<file path="config.mk">
export PLATFORM = sky130hd
export DESIGN_NAME = mem_req_bridge
export DESIGN_NICKNAME = d
export VERILOG_FILES = /design/src/rtl/mem_req_bridge.sv
export SDC_FILE = /design/constraint.sdc
export NUM_CORES = 1
export LEC_CHECK = 0
export ABC_AREA = 1
export BUFFER_PORTS_ARGS = -buffer_cell sky130_fd_sc_hd__buf_2
export CAP_MARGIN = 20
export CORE_AREA = 2 2 102 104
export CTS_CLUSTER_DIAMETER = 80
export DETAILED_ROUTE_END_ITERATION = 6
export DIE_AREA = 0 0 104 106
export PLACE_DENSITY = 0.86
export SLEW_MARGIN = 0
export SYNTH_ARGS = -nofsm -noshare
export SYNTH_HDL_FRONTEND = slang
export SYNTH_SLANG_ARGS = --single-unit
export TNS_END_PERCENT = 100
</file>
<file path="constraint.sdc">
create_clock -name clk -period 4.4 [get_ports clk]
set_input_delay 0.88 -clock clk [delete_from_list [all_inputs] [get_ports clk]]
set_output_delay 0.88 -clock clk [all_outputs]
set_load 0.01 [all_outputs]
</file>
<file path="src/rtl/mem_req_bridge.sv">
// mem_req_bridge: turns the core's single-cycle memory port into a valid/ready bus
// transaction. The core is stalled until the request completes. Every transaction
// is bounded by a timeout that ends it with a bus error.
module mem_req_bridge #(
    parameter int unsigned                 C_DATA_WIDTH   = 32,
    parameter int unsigned                 TIMEOUT_CYCLES = 256,
    parameter logic [C_DATA_WIDTH-1:0]     ERR_DATA       = C_DATA_WIDTH'(32'hDEADBEEF)
) (
    input  logic                    clk,
    input  logic                    rstn,
    input  logic                    core_req,
    input  logic                    core_we,
    input  logic [C_DATA_WIDTH-1:0] core_addr,
    input  logic [C_DATA_WIDTH-1:0] core_wdata,
    output logic [C_DATA_WIDTH-1:0] core_rdata,
    output logic                    core_done,
    output logic                    core_stall,
    output logic                    bus_err,
    output logic                    mem_valid,
    input  logic                    mem_ready,
    output logic                    mem_we,
    output logic [C_DATA_WIDTH-1:0] mem_addr,
    output logic [C_DATA_WIDTH-1:0] mem_wdata,
    input  logic                    mem_rvalid,
    input  logic [C_DATA_WIDTH-1:0] mem_rdata
);

    // The counter only has to reach TIMEOUT_CYCLES-1; a zero setting disables the check.
    localparam int unsigned CNT_W   = (TIMEOUT_CYCLES > 2) ? $clog2(TIMEOUT_CYCLES) : 1;
    localparam int unsigned TO_LAST = (TIMEOUT_CYCLES == 0) ? 0 : TIMEOUT_CYCLES - 1;

    typedef enum logic [1:0] {
        IDLE,
        REQ,
        WAIT,
        RESP
    } state_t;

    state_t           state;
    state_t           state_next;
    logic [CNT_W-1:0] cnt;
    logic             timeout_hit;
    logic             accept;
    logic             misaligned;
    logic             timeout;
    logic             rd_capture;

    // Done and valid are pure state decodes, so reset removes them immediately.
    assign mem_valid   = (state == REQ);
    assign core_done   = (state == RESP);
    assign core_stall  = core_req & ~core_done;
    assign timeout_hit = (TIMEOUT_CYCLES != 0) && (cnt == CNT_W'(TO_LAST));

    // State register.
    always_ff @(posedge clk or negedge rstn) begin
        if (!rstn) begin
            state <= IDLE;
        end else begin
            state <= state_next;
        end
    end

    // Next-state logic and per-cycle strobes; the timeout takes priority over
    // a handshake or response arriving in the same cycle.
    always_comb begin
        state_next = state;
        accept     = 1'b0;
        misaligned = 1'b0;
        timeout    = 1'b0;
        rd_capture = 1'b0;
        case (state)
            IDLE: begin
                if (core_req) begin
                    accept = 1'b1;
                    if (core_addr[1:0] != 2'b00) begin
                        misaligned = 1'b1;
                        state_next = RESP;
                    end else begin
                        state_next = REQ;
                    end
                end
            end
            REQ: begin
                if (timeout_hit) begin
                    timeout    = 1'b1;
                    state_next = RESP;
                end else if (mem_ready) begin
                    state_next = mem_we ? RESP : WAIT;
                end
            end
            WAIT: begin
                if (timeout_hit) begin
                    timeout    = 1'b1;
                    state_next = RESP;
                end else if (mem_rvalid) begin
                    rd_capture = 1'b1;
                    state_next = RESP;
                end
            end
            RESP: begin
                state_next = IDLE;
            end
            default: begin
                state_next = IDLE;
            end
        endcase
    end

    // Timeout counter: cleared on entry to REQ, counts every REQ/WAIT cycle.
    always_ff @(posedge clk or negedge rstn) begin
        if (!rstn) begin
            cnt <= '0;
        end else if (accept && !misaligned) begin
            cnt <= '0;
        end else if (state == REQ || state == WAIT) begin
            cnt <= cnt + CNT_W'(1);
        end
    end

    // Request registers, loaded once per accepted core request.
    always_ff @(posedge clk or negedge rstn) begin
        if (!rstn) begin
            mem_we    <= 1'b0;
            mem_addr  <= '0;
            mem_wdata <= '0;
        end else if (accept) begin
            mem_we    <= core_we;
            mem_addr  <= {core_addr[C_DATA_WIDTH-1:2], 2'b00};
            mem_wdata <= core_wdata;
        end
    end

    // Sticky error: cleared by an accepted request unless that request is itself misaligned.
    always_ff @(posedge clk or negedge rstn) begin
        if (!rstn) begin
            bus_err <= 1'b0;
        end else if (accept) begin
            bus_err <= misaligned;
        end else if (timeout) begin
            bus_err <= 1'b1;
        end
    end

    // Read data holds the last read outcome; writes never touch it.
    always_ff @(posedge clk or negedge rstn) begin
        if (!rstn) begin
            core_rdata <= '0;
        end else if (rd_capture) begin
            core_rdata <= mem_rdata;
        end else if ((timeout && !mem_we) || (misaligned && !core_we)) begin
            core_rdata <= ERR_DATA;
        end
    end

endmodule
</file>
==> Word-level counts from Yosys, hierarchy flattened <==
Index checks and enable logic that the tools add are counted.
{ "totals": {"reg_bits": 106, "output_inout_bits": 101, "elab_cells": 56} }
{ "op_classes": {"n_addsub": 1, "eq_ne": 7, "mux": 24, "bitwise": 2, "reduce_logical": 15} }
{ "ops": {"columns": ["operator", "count"], "rows": [
  ["32-bit two-way mux", 2],
  ["8-bit two-way mux", 2],
  ["1-bit two-way mux", 13],
  ["2-bit two-way mux", 6],
  ["8-bit by 1-bit adder with 8-bit output (second input constant)", 1],
  ["8-bit == test (second input constant)", 1],
  ["2-bit one-hot mux with 4 select lines", 1],
  ["2-bit nonzero test", 4],
  ["2-bit == test (second input constant)", 2],
  ["1-bit logical AND", 3],
  ["1-bit zero test", 3],
  ["3-bit by 1-bit inequality test with 1-bit output (second input constant)", 1],
  ["3-bit inequality test (second input constant)", 1],
  ["3-bit AND reduction", 1],
  ["2-bit by 1-bit == test with 1-bit output (second input constant)", 1],
  ["2-bit zero test", 1],
  ["1-bit logical OR", 2],
  ["2-bit inequality test (second input constant)", 1],
  ["2-bit OR reduction", 1],
  ["1-bit bitwise AND", 1],
  ["1-bit NOT", 1]
]} }

==> Depth between registers and ports, before layout <==
Gate-level depths: netlist (run 1).
{ "logic_depth": {"ltp_word": 8, "depth_mapped": 11, "mapped_depth_nobuf": 10} }

==> Worst setup path before layout (run 1) <==
No wires, ideal clock.
{ "synth_timing": {"kind": "in2out", "from": "input port core_req", "to": "output port core_stall", "arrival_ps": 1058, "setup_slack_ps": 2462, "stages": 2, "path_cell_list": "inv_1 nor2_1"} }
{ "synth_between": {"elab_chain_cells": 1} }
{ "synth_rtl": {"columns": ["item", "line", "rtl"], "rows": [
  ["start: declaration", "11", "input logic core_req,"],
  ["1-bit bitwise AND", "51", "assign core_stall = core_req & ~core_done;"],
  ["end: declaration", "17", "output logic core_stall,"]
]} }
Every way passes these cells.

==> Final worst setup path (run 1) <==
{ "layout_timing": {"from": "register state[0]", "to": "register bus_err"} }
{ "layout_between": {"elab_chain_cells": 4, "word_cells_on_any_way": 9, "cone_classes": "eq/ne (2); mux (4); reduce/logical (3)"} }
{ "layout_rtl": {"columns": ["item", "line", "rtl"], "rows": [
  ["start: declaration", "39", "state_t state;"],
  ["start signal: assignment", "59", "state <= state_next;"],
  ["2-bit by 1-bit == test with 1-bit output or 2-bit == test (tied branches)", "71", "case (state)"],
  ["2-bit OR reduction (no line)", null, null],
  ["1-bit two-way mux", null, null],
  ["2-bit nonzero test (no line)", null, null],
  ["end signal: assignment", "138", "bus_err <= misaligned;"],
  ["end: declaration", "18", "output logic bus_err,"]
]} }
Parallel ways exist; a longest one is shown, timed or not.
A chain may end at the register's enable or synchronous reset.

==> impl_metrics.yaml, run 1 <==
run_status:
  status: "completed"
timing:
  rsz0062_at_grt: "no"
  maxSlewViolCount: 0
  setup_viol: 0
  worst_pin_slew_ns: 0.538
  whs_ns: 0.435
  finalSetupTns_ns: 0
  fin_crit_sh_pct: 60.3
  final_hold_viol_count: 0
  max_freq_ghz: 0.377
  final.min_clock_period_ns: 2.66
  fin_worst_skew_ns: 0.0116
  slew_headroom_pct: 64.1
grt:
  overflow: 0
  grt_max_degree: 59
  use_met1_pct: 26.0
  first_global_vias: 3827
  grt_pass1_wl_um: 17900
  gr-usage-met2_pct: 33.1
  gr-usage-all-layers_pct: 19.7
  grtUsageMet3_pct: 3.43
  grt-busiest-layer: "met2"
  antenna_found_initial: 0
logic_synthesis:
  yosys_warnings: 0
  syn_inst: 530
  ys_types: 27
  syn_area_sq_mm: 0.00462
  ys_seq_area_share_pct: 57.4
  synth_top_area_cell: "dfrtp_1"
  synth_top_area_share_pct: 57.4
  synth_top_cells_by_area: "dfrtp_1, nand2_1, nand4_1"
  ys_ff_latch: 106
  syn_area_per_cell_sq_um: 8.72
placed_design:
  routabilityCongestion: 0.790
  io_buffers: 200
  placed_area_sq_mm: 0.00565
  dp_hpwl_um: 7670
clocking:
  clock-sinks: 106
  htree_levels: 3
  clock_latency_ns: 0.36
  post_cts_buffers: 0
  clk_pin_slew_worst_paths_ns: 0.10
  cts_buffers: 9
  holdBufCountCts: 0
  root_buffer: "clkbuf_8"
  cts_tree: "done"
  cts_resized: 0
  cts.path.max_buffers: 2
cells_and_area:
  fin_nets: 826
  fin_area_sq_mm: 0.00586
  syn_to_final_growth_pct: 26.8
  antenna_cells: 0
  drive_above_1_share_pct: 34.0
  num-fill-cells: 947
critical_path:
  cp-end-kind: "flop"
  crit_top_cell: "buf_4"
  crit_required_ns: 4.68
  start_kind: "flop"
  r2r_slack_ns: 1.74
  slowest_delay_ns: 0.45
  crit_fanout: 41
  worstPathArrival_ns: 2.94
  r2r_cells: 8
  path_buf_inv: 4
  criticalPathCategory: "flop to flop"
  path_cells: "inv_1, ha_1, nand2_2, buf_4, inv_2, buf_4, nor2_1, a21oi_1"
  path_delay_family: "buffers and inverters"
  critPathSlowestCell: "buf_4"
  cp.depth: 8
pwr:
  vdd_drop_max_v: 0.000308
  powerDensity_mw_per_mm2: 687
  p_int_mw: 2.41
  p_clk_share_pct: 15.5
  power.switching_mw: 1.61
  swShare_pct: 40.2
  leakage_nw: 3.40
  combinationalPowerShare_pct: 42.3
  p_seq_share_pct: 42.3
detailed_routing:
  dr.pass1.iters: 4
  drt-initial-drc-count: 312
  ant_nets: 0
  viasPerCell: 4.70
  drc: 0
  wl_per_cell_um: 12.5
  wl_um: 10800
  vias: 4034
floorplanning:
  start_util_pct: 46.2
  die_area_sq_mm: 0.0110
  die_h_um: 106
  core_sq_mm: 0.0100
  io_pins: 203
  die_w_um: 104
  rows: 37
job:
  drv_cap: 0
min_path:
  holdCritPathClass: "input port to async pin"
[final cells by class]
type / count / area (sq um) / area share (%)
inverters: 18 / 67.6 / 1.15
multi-input cells: 378 / 1720 / 29.3
repair buffers: 205 / 1040 / 17.8
clock buffers: 10 / 138 / 2.35
flip-flops and latches: 106 / 2650 / 45.3
well taps: 136 / 170 / 2.91
clock inverters: 6 / 70.1 / 1.20
[logic make-up after synthesis]
kind of cell	Yosys count	share of synthesized area, %
AO/OA/AOI/OAI	16	1.81
XOR/XNOR	1	0.190
adder cells (fa/ha/maj)	6	1.63
buffers and inverters	47	5.55
flip-flops	106	57.4
other	1	0.0812
AND/OR/NAND/NOR	353	33.3
[registers in the layout (all words and copies together) (netlist names)]
name        flops
core_rdata     32
mem_we          1
mem_wdata      32
cnt             8
bus_err         1
state           2
mem_addr       30
[worst paths after layout]
path,start,end
min reg2reg,mem_wdata[8],mem_wdata[8]
max in group asynchronous,rstn,core_rdata[28]
min in group clk,mem_wdata[8],mem_wdata[8]
max reg2reg,state[0],bus_err
min,rstn,mem_wdata[7]
max,state[0],bus_err
[synthesized netlist by cell type]
cell      count
nand2_4       2
buf_1         1
buf_4         5
dfrtp_1     106
nor2_1       13
a31oi_1       3
or2_1        10
ha_1          6
nand3_4       2
nand4_1      34
a21oi_1       8
buf_8         2
nor2_4        2
buf_12        1
o21ai_0       5
xnor2_1       1
inv_1        16
clkbuf_2      1
nand3_1       5
conb_1        1
buf_6         1
nand2_1     269
or2_2        14
buf_2        11
clkbuf_1      7
nand2_2       2
inv_2         2
[power by group through the flow]
stage                     clock [mW]  combinational, mW  sequential (mW)
after floorplan                    0              0.877             1.89
after global placement             0               1.67             1.70
after detailed placement           0               1.74             1.70
after CTS                      0.648               1.73             1.70
after global routing           0.685               1.92             1.76
final                          0.621               1.70             1.70
[layout by cell type (no fill, tap or decap)]
cell type,count
clkinv_2,1
a31oi_1,3
clkbuf_8,10
or2_2,14
buf_4,6
buf_2,199
ha_1,6
conb_1,2
nor2_4,2
inv_6,4
nand2_4,2
nand3_1,5
xnor2_1,1
nand2_1,268
o21ai_0,5
a21oi_1,8
nand2_2,3
dfrtp_1,106
nand3_4,2
or2_1,10
nand4_1,34
nor2_1,13
bufinv_16,1
inv_1,16
inv_2,2
[through the flow]
stage | worst slack, ns | utilization, % | power (mW) | std cells
CTS | 1.75 | 58.6 | 4.07 | 859
global route | 1.42 | 58.6 | 4.37 | 859
finish | 1.74 | 58.6 | 4.02 | 859
detailed placement | 1.54 | 56.5 | 3.44 | 843
floorplan | 2.46 | - | 2.77 | 531
global placement | 1.59 | 56.5 | 3.37 | 843
[metal layers]
metal	up-vias	wire, um
met5	-	0
met3	18	545
li1	2028	-
met4	0	212
met1	1857	4740
met2	131	5270
(Power assumes the default switching activity.)
==> inputs of run 2 (changes only) <==
--- a/config.mk
+++ b/config.mk
@@ -8,11 +8,11 @@
 export ABC_AREA = 1
 export BUFFER_PORTS_ARGS = -buffer_cell sky130_fd_sc_hd__buf_2
 export CAP_MARGIN = 20
-export CORE_AREA = 2 2 102 104
+export CORE_AREA = 2 2 107 109
 export CTS_CLUSTER_DIAMETER = 80
 export DETAILED_ROUTE_END_ITERATION = 6
-export DIE_AREA = 0 0 104 106
-export PLACE_DENSITY = 0.86
+export DIE_AREA = 0 0 109 111
+export PLACE_DENSITY = 0.83
 export SLEW_MARGIN = 0
 export SYNTH_ARGS = -nofsm -noshare
 export SYNTH_HDL_FRONTEND = slang
==> constraint.sdc (replaced) <==
create_clock -name clk -period 2.3 [get_ports clk]
set_input_delay 0.46 -clock clk [delete_from_list [all_inputs] [get_ports clk]]
set_output_delay 0.46 -clock clk [all_outputs]
set_load 0.01 [all_outputs]
==> run 2 against run 1 <==
Net effect:
- first-iteration DRC count down 6.4%
- clock power up 140%
- count of clock-buffer cells in the layout unchanged
- core utilization down 4.4 points
- sequential cell count unchanged
- die area up 9.8%
- largest cell class unchanged
- largest power group unchanged
==> impl_metrics.yaml, run 2 (synthesis results as in run 1) <==
detailed_routing:
  wl_um: 10800
  viasPerCell: 4.67
  ant_nets: 0
  drc: 0
  wl_per_cell_um: 12.4
  drt-initial-drc-count: 292
  vias: 4049
  dr.pass1.iters: 6
grt:
  grt_max_degree: 64
  antenna_found_initial: 0
  first_global_vias: 3939
  gr-usage-all-layers_pct: 18.5
  overflow: 0
  grt_pass1_wl_um: 18000
floorplanning:
  start_util_pct: 41.7
  rows: 39
  die_w_um: 109
  io_pins: 203
  die_h_um: 111
  die_area_sq_mm: 0.0121
  core_sq_mm: 0.0111
pwr:
  power.switching_mw: 3.17
  power_mw: 8.03
  swShare_pct: 39.5
  p_int_mw: 4.86
  powerDensity_mw_per_mm2: 1340
  p_clk_share_pct: 18.8
  leakage_nw: 3.45
  vdd_drop_max_v: 0.000623
  combinationalPowerShare_pct: 40.5
  p_seq_share_pct: 40.8
placed_design:
  routabilityCongestion: 0.778
  dp_hpwl_um: 7680
  io_buffers: 200
cells_and_area:
  reg.largest.list: "core_rdata: 32 flops, mem_wdata: 32 flops, mem_addr: 30 flops"
  fin_nets: 827
  antenna_cells: 0
  layout_commonest_cell: "nand2_1"
  syn_to_final_growth_pct: 29.9
  drive_above_1_share_pct: 34.1
  layout_common_cells: "nand2_1, buf_2, dfrtp_1"
clocking:
  clock-sinks: 106
  holdBufCountCts: 0
  clk_pin_slew_worst_paths_ns: 0.08
  clock_latency_ns: 0.34
  cts.path.max_buffers: 2
  cts_tree: "done"
  cts_buffers: 9
  post_cts_buffers: 0
  cts_resized: 0
  root_buffer: "clkbuf_16"
  htree_levels: 3
critical_path:
  cp.depth: 8
  r2r_slack_ns: 0.28
  slowest_delay_ns: 0.42
  crit_fanout: 20
  worstReg2RegStart: "state[0]"
  path_buf_inv: 2
  critPathSlowestCell: "dfrtp_1"
  path_delay_family: "simple AND/OR/NAND/NOR gates"
  critical_path.endpoint: "core_rdata[8]"
  r2r_cells: 8
  crit_path_start: "state[0]"
  path_cells: "inv_1, ha_1, nand3_1, nor2_4, nand3_4, buf_4, nand4_1, nand2_1"
  cp-end-kind: "flop"
  reg2reg_to: "core_rdata[8]"
  criticalPathCategory: "flop to flop"
  start_kind: "flop"
  worstPathArrival_ns: 2.24
  crit_required_ns: 2.52
timing:
  rsz0062_at_grt: "no"
  fin_worst_skew_ns: 0.0118
  slew_headroom_pct: 57.3
  finalSetupTns_ns: 0
  final.min_clock_period_ns: 2.02
  worst_pin_slew_ns: 0.640
  fin_crit_sh_pct: 87.7
  final_hold_viol_count: 0
  max_freq_ghz: 0.496
  setup_viol: 0
  maxSlewViolCount: 0
min_path:
  holdCritPathClass: "input port to async pin"
run_status:
  status: "completed"
job:
  drv_cap: 0
[run 2: how the worst min path moves through the flow]
stage | start | end | slack [ns]
final | rstn | core_rdata[25] | 0.1
after global routing | rstn | core_rdata[23] | 0.14
after CTS | rstn | mem_addr[11] | 0.12
after detailed placement | mem_wdata[4] | mem_wdata[4] | 0.46
after global placement | mem_wdata[23] | mem_wdata[23] | 0.46
after floorplan | rstn | bus_err | 0.16
[run 2: layout make-up]
type	instances	area (sq um)
inverters	18	67.6
repair buffers	206	1090
well taps	143	179
clock inverters	6	58.8
fillers	1059	5080
multi-input cells	378	1720
flip-flops and latches	106	2650
clock buffers	10	239
[run 2: worst reg2reg max path: stages, from the launching register on]
cell and delay (ns):
dfrtp_1 0.42, inv_1 0.10, ha_1 0.38, nand3_1 0.18, nor2_4 0.19, nand3_4 0.19, buf_4 0.27, nand4_1 0.09
nand2_1 0.07
[run 2: through the flow]
| step | hold slack [ns] | instance area, sq um | util, % | worst slack (ns) | cells |
|---|---|---|---|---|---|
| floorplan | 0.164 | 4620 | - | 0.661 | 531 |
| global placement | 0.457 | 5700 | 51.5 | 0.335 | 851 |
| detailed placement | 0.459 | 5700 | 51.5 | 0.287 | 851 |
| CTS | 0.118 | 6000 | 54.2 | 0.269 | 867 |
| global route | 0.137 | 6000 | 54.2 | 0.0519 | 867 |
| finish | 0.0964 | 6000 | 54.2 | 0.284 | 867 |
[run 2: power groups by stage]
stage | clock [mW] | sequential (mW) | combinational (mW)
2_1_floorplan | 0 | 3.62 | 1.68
3_3_place_gp | 0 | 3.27 | 3.20
3_5_place_dp | 0 | 3.28 | 3.32
4_1_cts | 1.55 | 3.27 | 3.31
5_1_grt | 1.63 | 3.38 | 3.71
6_report | 1.51 | 3.28 | 3.25
[run 2: per-layer routing]
metal / part of all wire, % / global-route usage [%] / vias to the layer above
met3: 6.0 / 3.41 / 19
met5: 0 / 0 / -
met2: 48 / 29.8 / 132
met4: 1.9 / 6.50 / 0
met1: 44 / 24.8 / 1862
li1: - / - / 2036
